[src/rtl/arm_servo_pkg.sv]
// Shared constants, widths and channel state encoding for the three-axis servo controller.
package arm_servo_pkg;

    localparam int unsigned FRAME_CYCLES_DEF = 1000000;
    localparam int unsigned MIN_PULSE_DEF    = 25000;
    localparam int unsigned STEP_CYC_DEF     = 5555;
    localparam int unsigned MAX_POS_DEF      = 18;
    localparam int unsigned HOME_POS_DEF     = 9;
    localparam int unsigned SLEW_FRAMES_DEF  = 5;

    localparam int unsigned POS_W   = 5;
    localparam int unsigned WIDTH_W = 21;

    typedef enum logic {StIdle, StMoving} ch_state_e;

    function automatic logic [WIDTH_W-1:0] pulse_width(input logic [POS_W-1:0] pos,
                                                       input int unsigned min_pulse,
                                                       input int unsigned step_cyc);
        return WIDTH_W'(min_pulse) + WIDTH_W'(pos) * WIDTH_W'(step_cyc);
    endfunction

endpackage

[src/rtl/servo_channel.sv]
// One servo axis: target clamp/latch, slew-limited position FSM, frame-aligned width and PWM.
module servo_channel
    import arm_servo_pkg::*;
#(
    parameter int unsigned MIN_PULSE   = MIN_PULSE_DEF,
    parameter int unsigned STEP_CYC    = STEP_CYC_DEF,
    parameter int unsigned MAX_POS     = MAX_POS_DEF,
    parameter int unsigned HOME_POS    = HOME_POS_DEF,
    parameter int unsigned SLEW_FRAMES = SLEW_FRAMES_DEF
) (
    input  logic               clk,
    input  logic               rst,
    input  logic               frame_end,
    input  logic [WIDTH_W-1:0] frame_cnt,
    input  logic               hold,
    input  logic [15:0]        pos,
    output logic               pwm,
    // Next-state MOVING flag, so the registered busy at the top changes with the FSM.
    output logic               moving
);

    localparam int unsigned SLEW_W = (SLEW_FRAMES > 2) ? $clog2(SLEW_FRAMES) : 1;

    ch_state_e          state_q, state_d;
    logic [POS_W-1:0]   tgt_q, tgt_d;
    logic [POS_W-1:0]   cur_q, cur_d;
    logic [SLEW_W-1:0]  slew_q, slew_d;
    logic [WIDTH_W-1:0] width_q, width_d;
    logic               pwm_q;

    always_comb begin
        state_d = state_q;
        tgt_d   = tgt_q;
        cur_d   = cur_q;
        slew_d  = slew_q;
        width_d = width_q;
        if (frame_end) begin
            if (!hold) begin
                tgt_d = (pos > 16'(MAX_POS)) ? POS_W'(MAX_POS) : pos[POS_W-1:0];
            end
            case (state_q)
                StIdle: begin
                    slew_d = '0;
                    if (tgt_d != cur_q) state_d = StMoving;
                end
                StMoving: begin
                    // Direction is taken from the freshly sampled target, so reversals
                    // flip at the next step without disturbing the slew count.
                    if (slew_q == SLEW_W'(SLEW_FRAMES - 1)) begin
                        slew_d = '0;
                        if (tgt_d > cur_q) begin
                            cur_d = cur_q + POS_W'(1);
                        end else if (tgt_d < cur_q) begin
                            cur_d = cur_q - POS_W'(1);
                        end
                    end else begin
                        slew_d = slew_q + SLEW_W'(1);
                    end
                    if (cur_d == tgt_d) state_d = StIdle;
                end
                default: state_d = StIdle;
            endcase
            width_d = pulse_width(cur_d, MIN_PULSE, STEP_CYC);
        end
    end

    always_ff @(posedge clk or posedge rst) begin
        if (rst) begin
            state_q <= StIdle;
            tgt_q   <= POS_W'(HOME_POS);
            cur_q   <= POS_W'(HOME_POS);
            slew_q  <= '0;
            width_q <= pulse_width(POS_W'(HOME_POS), MIN_PULSE, STEP_CYC);
            pwm_q   <= 1'b0;
        end else begin
            state_q <= state_d;
            tgt_q   <= tgt_d;
            cur_q   <= cur_d;
            slew_q  <= slew_d;
            width_q <= width_d;
            pwm_q   <= (frame_cnt < width_q);
        end
    end

    assign pwm    = pwm_q;
    assign moving = (state_d == StMoving);

endmodule

[src/rtl/arm_servo_ctrl.sv]
// Three-axis 50 Hz servo driver: shared frame counter, frame strobe and busy flag over three channels.
module arm_servo_ctrl
    import arm_servo_pkg::*;
#(
    parameter int unsigned FRAME_CYCLES = FRAME_CYCLES_DEF,
    parameter int unsigned MIN_PULSE    = MIN_PULSE_DEF,
    parameter int unsigned STEP_CYC     = STEP_CYC_DEF,
    parameter int unsigned MAX_POS      = MAX_POS_DEF,
    parameter int unsigned HOME_POS     = HOME_POS_DEF,
    parameter int unsigned SLEW_FRAMES  = SLEW_FRAMES_DEF
) (
    input  logic        clk,
    input  logic        rst,
    input  logic [15:0] pos_x,
    input  logic [15:0] pos_y,
    input  logic [15:0] pos_z,
    input  logic        hold,
    output logic        pwm_x,
    output logic        pwm_y,
    output logic        pwm_z,
    output logic        frame_strobe,
    output logic        busy
);

    logic [WIDTH_W-1:0] frame_cnt_q;
    logic               frame_end;
    logic               strobe_q;
    logic               busy_q;
    logic               moving_x, moving_y, moving_z;

    assign frame_end = (frame_cnt_q == WIDTH_W'(FRAME_CYCLES - 1));

    always_ff @(posedge clk or posedge rst) begin
        if (rst) begin
            frame_cnt_q <= '0;
            strobe_q    <= 1'b0;
            busy_q      <= 1'b0;
        end else begin
            frame_cnt_q <= frame_end ? '0 : frame_cnt_q + WIDTH_W'(1);
            strobe_q    <= (frame_cnt_q == '0);
            busy_q      <= moving_x | moving_y | moving_z;
        end
    end

    servo_channel #(
        .MIN_PULSE   (MIN_PULSE),
        .STEP_CYC    (STEP_CYC),
        .MAX_POS     (MAX_POS),
        .HOME_POS    (HOME_POS),
        .SLEW_FRAMES (SLEW_FRAMES)
    ) u_chan_x (
        .clk       (clk),
        .rst       (rst),
        .frame_end (frame_end),
        .frame_cnt (frame_cnt_q),
        .hold      (hold),
        .pos       (pos_x),
        .pwm       (pwm_x),
        .moving    (moving_x)
    );

    servo_channel #(
        .MIN_PULSE   (MIN_PULSE),
        .STEP_CYC    (STEP_CYC),
        .MAX_POS     (MAX_POS),
        .HOME_POS    (HOME_POS),
        .SLEW_FRAMES (SLEW_FRAMES)
    ) u_chan_y (
        .clk       (clk),
        .rst       (rst),
        .frame_end (frame_end),
        .frame_cnt (frame_cnt_q),
        .hold      (hold),
        .pos       (pos_y),
        .pwm       (pwm_y),
        .moving    (moving_y)
    );

    servo_channel #(
        .MIN_PULSE   (MIN_PULSE),
        .STEP_CYC    (STEP_CYC),
        .MAX_POS     (MAX_POS),
        .HOME_POS    (HOME_POS),
        .SLEW_FRAMES (SLEW_FRAMES)
    ) u_chan_z (
        .clk       (clk),
        .rst       (rst),
        .frame_end (frame_end),
        .frame_cnt (frame_cnt_q),
        .hold      (hold),
        .pos       (pos_z),
        .pwm       (pwm_z),
        .moving    (moving_z)
    );

    assign frame_strobe = strobe_q;
    assign busy         = busy_q;

endmodule
[config.mk]
export PLATFORM = sky130hd
export DESIGN_NAME = arm_servo_ctrl
export DESIGN_NICKNAME = d
export VERILOG_FILES = /design/src/rtl/arm_servo_pkg.sv /design/src/rtl/servo_channel.sv /design/src/rtl/arm_servo_ctrl.sv
export SDC_FILE = /design/constraint.sdc
export NUM_CORES = 1
export LEC_CHECK = 0
export CAP_MARGIN = 15
export CORE_AREA = 2 2 148 135
export DETAILED_ROUTE_END_ITERATION = 16
export DIE_AREA = 0 0 150 137
export MAX_ROUTING_LAYER = met4
export PLACE_DENSITY = 0.93
export SETUP_SLACK_MARGIN = 0.1
export SLEW_MARGIN = 20
export SYNTH_ARGS = -nofsm -noshare
export SYNTH_HDL_FRONTEND = slang
export SYNTH_HIERARCHICAL = 1
export SYNTH_SLANG_ARGS = --single-unit
export TNS_END_PERCENT = 50
[constraint.sdc]
create_clock -name clk -period 15.6 [get_ports clk]
set_input_delay 1.56 -clock clk [delete_from_list [all_inputs] [get_ports clk]]
set_output_delay 1.56 -clock clk [all_outputs]
set_load 0.05 [all_outputs]
After elaboration in Yosys (flattened, before gate mapping)
Cells that the tools add are included.

word-level totals
  bits in registers = 131
  input port bits = 51
  output and inout port bits = 5
  logic and storage cells = 114

operators by class
  $add $sub $neg = 13
  multiply operators = 3
  magnitude comparators = 12
  equal/unequal tests = 10
  multiplexer cells = 49
  bitwise gates (word level) = 5
  reductions and logical operators = 1

operators by type and width
  kind                      number
  $mux W5                   30
  $lt A21 B21 Y1            3
  $add A15 B18 Y19 const A  3
  $mul A5 B13 Y18 const B   3
  $gt A16 B5 Y1 const B     3
  $add A21 B1 Y21 const B   1
  $eq A21 B20 Y1 const B    1
  $logic_not A21 Y1         1
  $mux W21                  1
  $pmux W3 S2               3
  $add A5 B1 Y5 const B     3
  $eq A5 B5 Y1              3
  $gt A5 B5 Y1              3
  $lt A5 B5 Y1              3
  $ne A5 B5 Y1              3
  $sub A5 B1 Y5 const B     3
  $add A3 B1 Y3 const B     3
  $eq A3 B3 Y1 const B      3
  $mux W1                   9
  $mux W3                   3
  $pmux W1 S2               3
  $not A1 Y1                3
  $or A1 B1 Y1              2

Depth between registers and ports, before layout
  depth in word-level cells = 16
  mapped depth = 27
  depth with buffers taken out = 27

Modules after synthesis
The synthesis kept the hierarchy.

by module, submodules not included
  module                    instances  cells each  area an instance (µm²)  seq. area each (µm²)
  servo_channel (u_chan_z)  1          418         3753.6                  840.8
  servo_channel (u_chan_y)  1          420         3687.3                  840.8
  servo_channel (u_chan_x)  1          395         3611.0                  840.8
  arm_servo_ctrl            1          111         1149.9                  575.6

Worst setup path before layout
No wires, ideal clock.

  path type = input-to-reg
  from = input pos_z[13]
  to = register u_chan_z.width_q[13]
  library setup time = 0.111 ns
  arrival = 7.224 ns
  slack = 8.265 ns
  stages on the path = 24
  cells stage by stage = or4_4 -> a2111oi_4 -> a21oi_1 -> ha_1 -> and4_1 -> a21oi_1 -> a31oi_1 -> a311oi_2 -> nand2_1 -> xnor2_2 -> inv_1 -> ha_1 -> inv_1 -> xnor3_1 -> ha_1 -> inv_1 -> fa_1 -> nor2b_1 -> o21ai_0 -> a21boi_0 -> o31a_1 -> o211ai_1 -> a2111o_1 -> o311ai_0

on the way
  longest elaborated chain between the ends = 14

ends and longest elaborated chain
  element               line                  source
  from (decl)           arm_servo_ctrl.sv:16  input logic [15:0] pos_z,
  $gt A16 B5 Y1 *       servo_channel.sv:39   tgt_d = (pos > 16'(MAX_POS)) ? POS_W'(MAX_POS) : pos[POS_W-1:0];
  $mux W5 *             servo_channel.sv:39
  $mux W5 *             servo_channel.sv:38   if (!hold) begin
  $mux W5 *             servo_channel.sv:37   if (frame_end) begin
  $lt A5 B5 Y1          servo_channel.sv:53   end else if (tgt_d < cur_q) begin
  $mux W5               servo_channel.sv:53
  $mux W5 *             servo_channel.sv:51   if (tgt_d > cur_q) begin
  $mux W5 *             servo_channel.sv:49   if (slew_q == SLEW_W'(SLEW_FRAMES - 1)) begin
  $mux W5 *             servo_channel.sv:41   case (state_q)
  $mux W5 *             servo_channel.sv:37
  $mux W5 *             servo_channel.sv:41
  $mux W5 *             servo_channel.sv:37
  $mul A5 B13 Y18 *     arm_servo_pkg.sv:19   return WIDTH_W'(min_pulse) + WIDTH_W'(pos) * WIDTH_W'(step_cyc);
  $add A15 B18 Y19 *    arm_servo_pkg.sv:19
  to (signal assigned)  servo_channel.sv:73   width_q <= pulse_width(POS_W'(HOME_POS), MIN_PULSE, STEP_CYC);
  to (signal assigned)  servo_channel.sv:80   width_q <= width_d;
  to (decl)             servo_channel.sv:28   logic [WIDTH_W-1:0] width_q, width_d;

Every way passes the cells marked *; elsewhere a longest branch is shown, timed or not. The select of a mux whose other input is x is not followed.
A chain may end at the register's enable or synchronous reset.

Worst setup path in the final report
  from = input hold
  to = register u_chan_z.width_q[13]

on the way
  longest elaborated chain between the ends = 12

ends and longest elaborated chain
  element             line                  source
  from (decl)         arm_servo_ctrl.sv:17  input logic hold,
  $mux W5 *           servo_channel.sv:38
  $mux W5 *           servo_channel.sv:37
  $lt A5 B5 Y1        servo_channel.sv:53
  $mux W5             servo_channel.sv:53
  $mux W5 *           servo_channel.sv:51
  $mux W5 *           servo_channel.sv:49
  $mux W5 *           servo_channel.sv:41
  $mux W5 *           servo_channel.sv:37
  $mux W5 *           servo_channel.sv:41
  $mux W5 *           servo_channel.sv:37
  $mul A5 B13 Y18 *   arm_servo_pkg.sv:19
  $add A15 B18 Y19 *  arm_servo_pkg.sv:19

Marks and branches as above.

==> reports/results.tsv <==
stage	metric	value	unit
clock_tree	cts_setup_buffers	0	
yosys	synth_cells	1344	
clock_tree	clock-sinks	122	
clock_tree	clockRootBuffer	clkbuf_16	
setup_path	path_delay_family	compound AO/OA/AOI/OAI gates	
timing	finClkSkew	0.01161	ns
timing	whs	0.4728	ns
clock_tree	cts_resized	0	
yosys	yosysTopAreaCell	ha_1	
global_routing	grt_max_degree	82	
timing	period_minus_slack	8.522	ns
yosys	yosysUniqueCellTypes	102	
hold_path	min_path_type	flop to flop	
yosys	netlist_area	12200	um^2
die	num_rows	48	
detailed_routing	num_vias	10610	
setup_path	slowest_stage	fa_1	
die	initial_core_util	64.29	%
layout	drive_gt1_share	9.065	%
place	io_buffers	55	
clock_tree	htreeDepth	4	
setup_path	worst_ep_required_time	15.90	ns
yosys	ys_top_cells_by_area	ha_1 (21%), dfrtp_1 (18%), dfstp_2 (7.8%)	
timing	tightest_slew	0.9201	ns
detailed_routing	vias_per_cell	6.386	
global_routing	antenna_found_initial	0	
yosys	syn-num-nets	1628	
layout	syn_to_final_growth	11.06	%
detailed_routing	dr.pass1.iters	7	
timing	hold_viol_final	0	
yosys	synthFlopType	dfrtp_1	
yosys	synth_seq_cells	122	
setup_path	cp_max_fo	19	
yosys	syn_avg_cell_area	9.079	um^2
timing	rsz0062_at_grt	no	
pwr	power.leakage	6.639	nW
clock_tree	cts_tree	yes	
detailed_routing	wl_per_cell	18.74	um
setup_path	startpoint_type	primary input	
yosys	synth_common_cells	ha_1 (200), inv_1 (190), nand2_1 (89)	
layout	final_cell_area	13550	um^2
setup_path	endpoint_kind	flop	
detailed_routing	ant_nets	0	
die	die_w	150	um
global_routing	grtUsageTotal	32.17	%
clock_tree	clock_path_buffers	2	
global_routing	grt_pass1_vias	10720	
timing	drv_slew	0	
timing	max-slew-margin-rel	38.59	%
yosys	synth_top_area_share	20.51	%
yosys	yosysMostFrequentCell	ha_1	
setup_path	worstSetupPathType	primary input to flop	
die	coreArea	18980	um^2
setup_path	r2r_start	u_chan_z/tgt_q[2]	
place	placedInstanceArea	13000	um^2
pwr	max-vdd-ir-drop	0.05989	mV
setup_path	crit_arrival	8.83	ns
outcome	outcome	complete, no violations	
flow_run	cap_violations	0	
setup_path	crit_path_start	hold	
die	die_h	137	um
clock_tree	clk_pin_slew	0.06	ns
hold_path	min_from	u_chan_z/cur_q[4]	
yosys	ys_seq_area_share	25.39	%
clock_tree	hold_buffers	0	
global_routing	grt_pass1_wl	51270	um
yosys	synth-edff-count	0	
timing	fmax	117.4	MHz
die	dieArea	20550	um^2
setup_path	max_stage_delay	0.53	ns
pwr	p_per_area	53.27	nW/um^2
detailed_routing	drt-total-wl	31140	um
yosys	ys_warn_count	6	
detailed_routing	drc	0	
layout	finalNetCount	1683	
die	num_io_pins	56	
place	place.gp.congestion	0.9297	
detailed_routing	drt-initial-drc-count	1212	
timing	finalSetupViolCount	0	
global_routing	grt_overflow	0	
timing	fin_crit_sh	54.63	%
place	hpwl	21710	um
clock_tree	clk_latency	0.43	ns
yosys	async_reset_ff_share	100.0	%
setup_path	worst-path-buf-inv	5	
clock_tree	cts_inserted_buffers	17	
timing	tns	0	ns
layout	n_antenna_cell	0	
[flip-flops by register name, indices dropped and copies added, names as in the netlist, 18 cells and up]
name and cells:
frame_cnt_q 21, u_chan_y/width_q 18, u_chan_z/width_q 18, u_chan_x/width_q 18
[path summary, 6_finish.rpt]
check,end,slack [ns],cells after the start
hold / removal,u_chan_z/cur_q[4],0.47,1
max in group asynchronous,frame_strobe,13.21,2
min in group asynchronous,u_chan_x/pwm,1.46,2
hold reg to reg,u_chan_z/cur_q[4],0.47,1
setup / recovery,u_chan_z/width_q[13],7.08,26
setup reg to reg,u_chan_z/width_q[13],9.14,23
[per-stage QoR]
step / std cells / total power [mW] / util, % / setup WS [ns]
global route: 1662 / 0.7422 / 71.41 / 6.809
finish: 1662 / 0.7219 / 71.41 / 7.078
floorplan: 1344 / 0.3400 / - / 8.265
CTS: 1662 / 0.7267 / 71.41 / 7.290
global placement: 1630 / 0.3589 / 68.51 / 7.390
detailed placement: 1630 / 0.3600 / 68.51 / 7.038
[cell families (layout without fill, tap and decap cells)]
logic type,count (synthesis),in the layout,share of synthesized area [%]
flops,122,122,25.39
compound gates,305,305,17.17
xor+xnor,93,93,7.363
fa+ha+maj,233,233,25.92
mux,28,28,2.461
buf+inv,216,284,6.809
simple gates,347,347,14.89
[cells in the final DEF (no fill, tap or decap), drive strengths merged, types with 55 or more instances in the layout]
master         count
clkdlybuf4s50     55
xnor2             75
o21ai             77
dfrtp             86
nor2              81
inv              193
ha               200
nand2             89
a21oi             68
[cell type report]
cell class                 instances  area, um^2
multi-input combinational       1006        8279
fill                            1266        5426
sequential                       122        3098
inverter                         191       716.9
timing repair buffer              61       595.6
clock buffer                      20       456.7
tap                              250       312.8
clock inverter                    12       92.59
[worst reg2reg max path: cells and delay by family, from the launching register on]
kind / cells / cell delay (ns)
adder cells (fa/ha/maj): 4 / 1.52
XOR/XNOR: 2 / 0.74
AO/OA/AOI/OAI: 11 / 2.80
flip-flops: 1 / 0.42
buffers and inverters: 4 / 0.55
AND/OR/NAND/NOR: 2 / 0.33
[per-layer routing]
layer,vias to the layer above,global-route usage [%],part of all wire [%]
li1,4842,-,-
met1,5123,39.47,41
met2,516,52.77,48
met3,132,6.267,6.9
met4,0,12.37,3.5
met5,-,-,0
[where the power goes]
| part | switching, mW | internal (mW) |
|---|---|---|
| clock network | 0.155 | 0.212 |
| registers | 0.000000543 | 0.317 |
| logic | 0.0196 | 0.0186 |
Power figures use the tool's default switching activity.
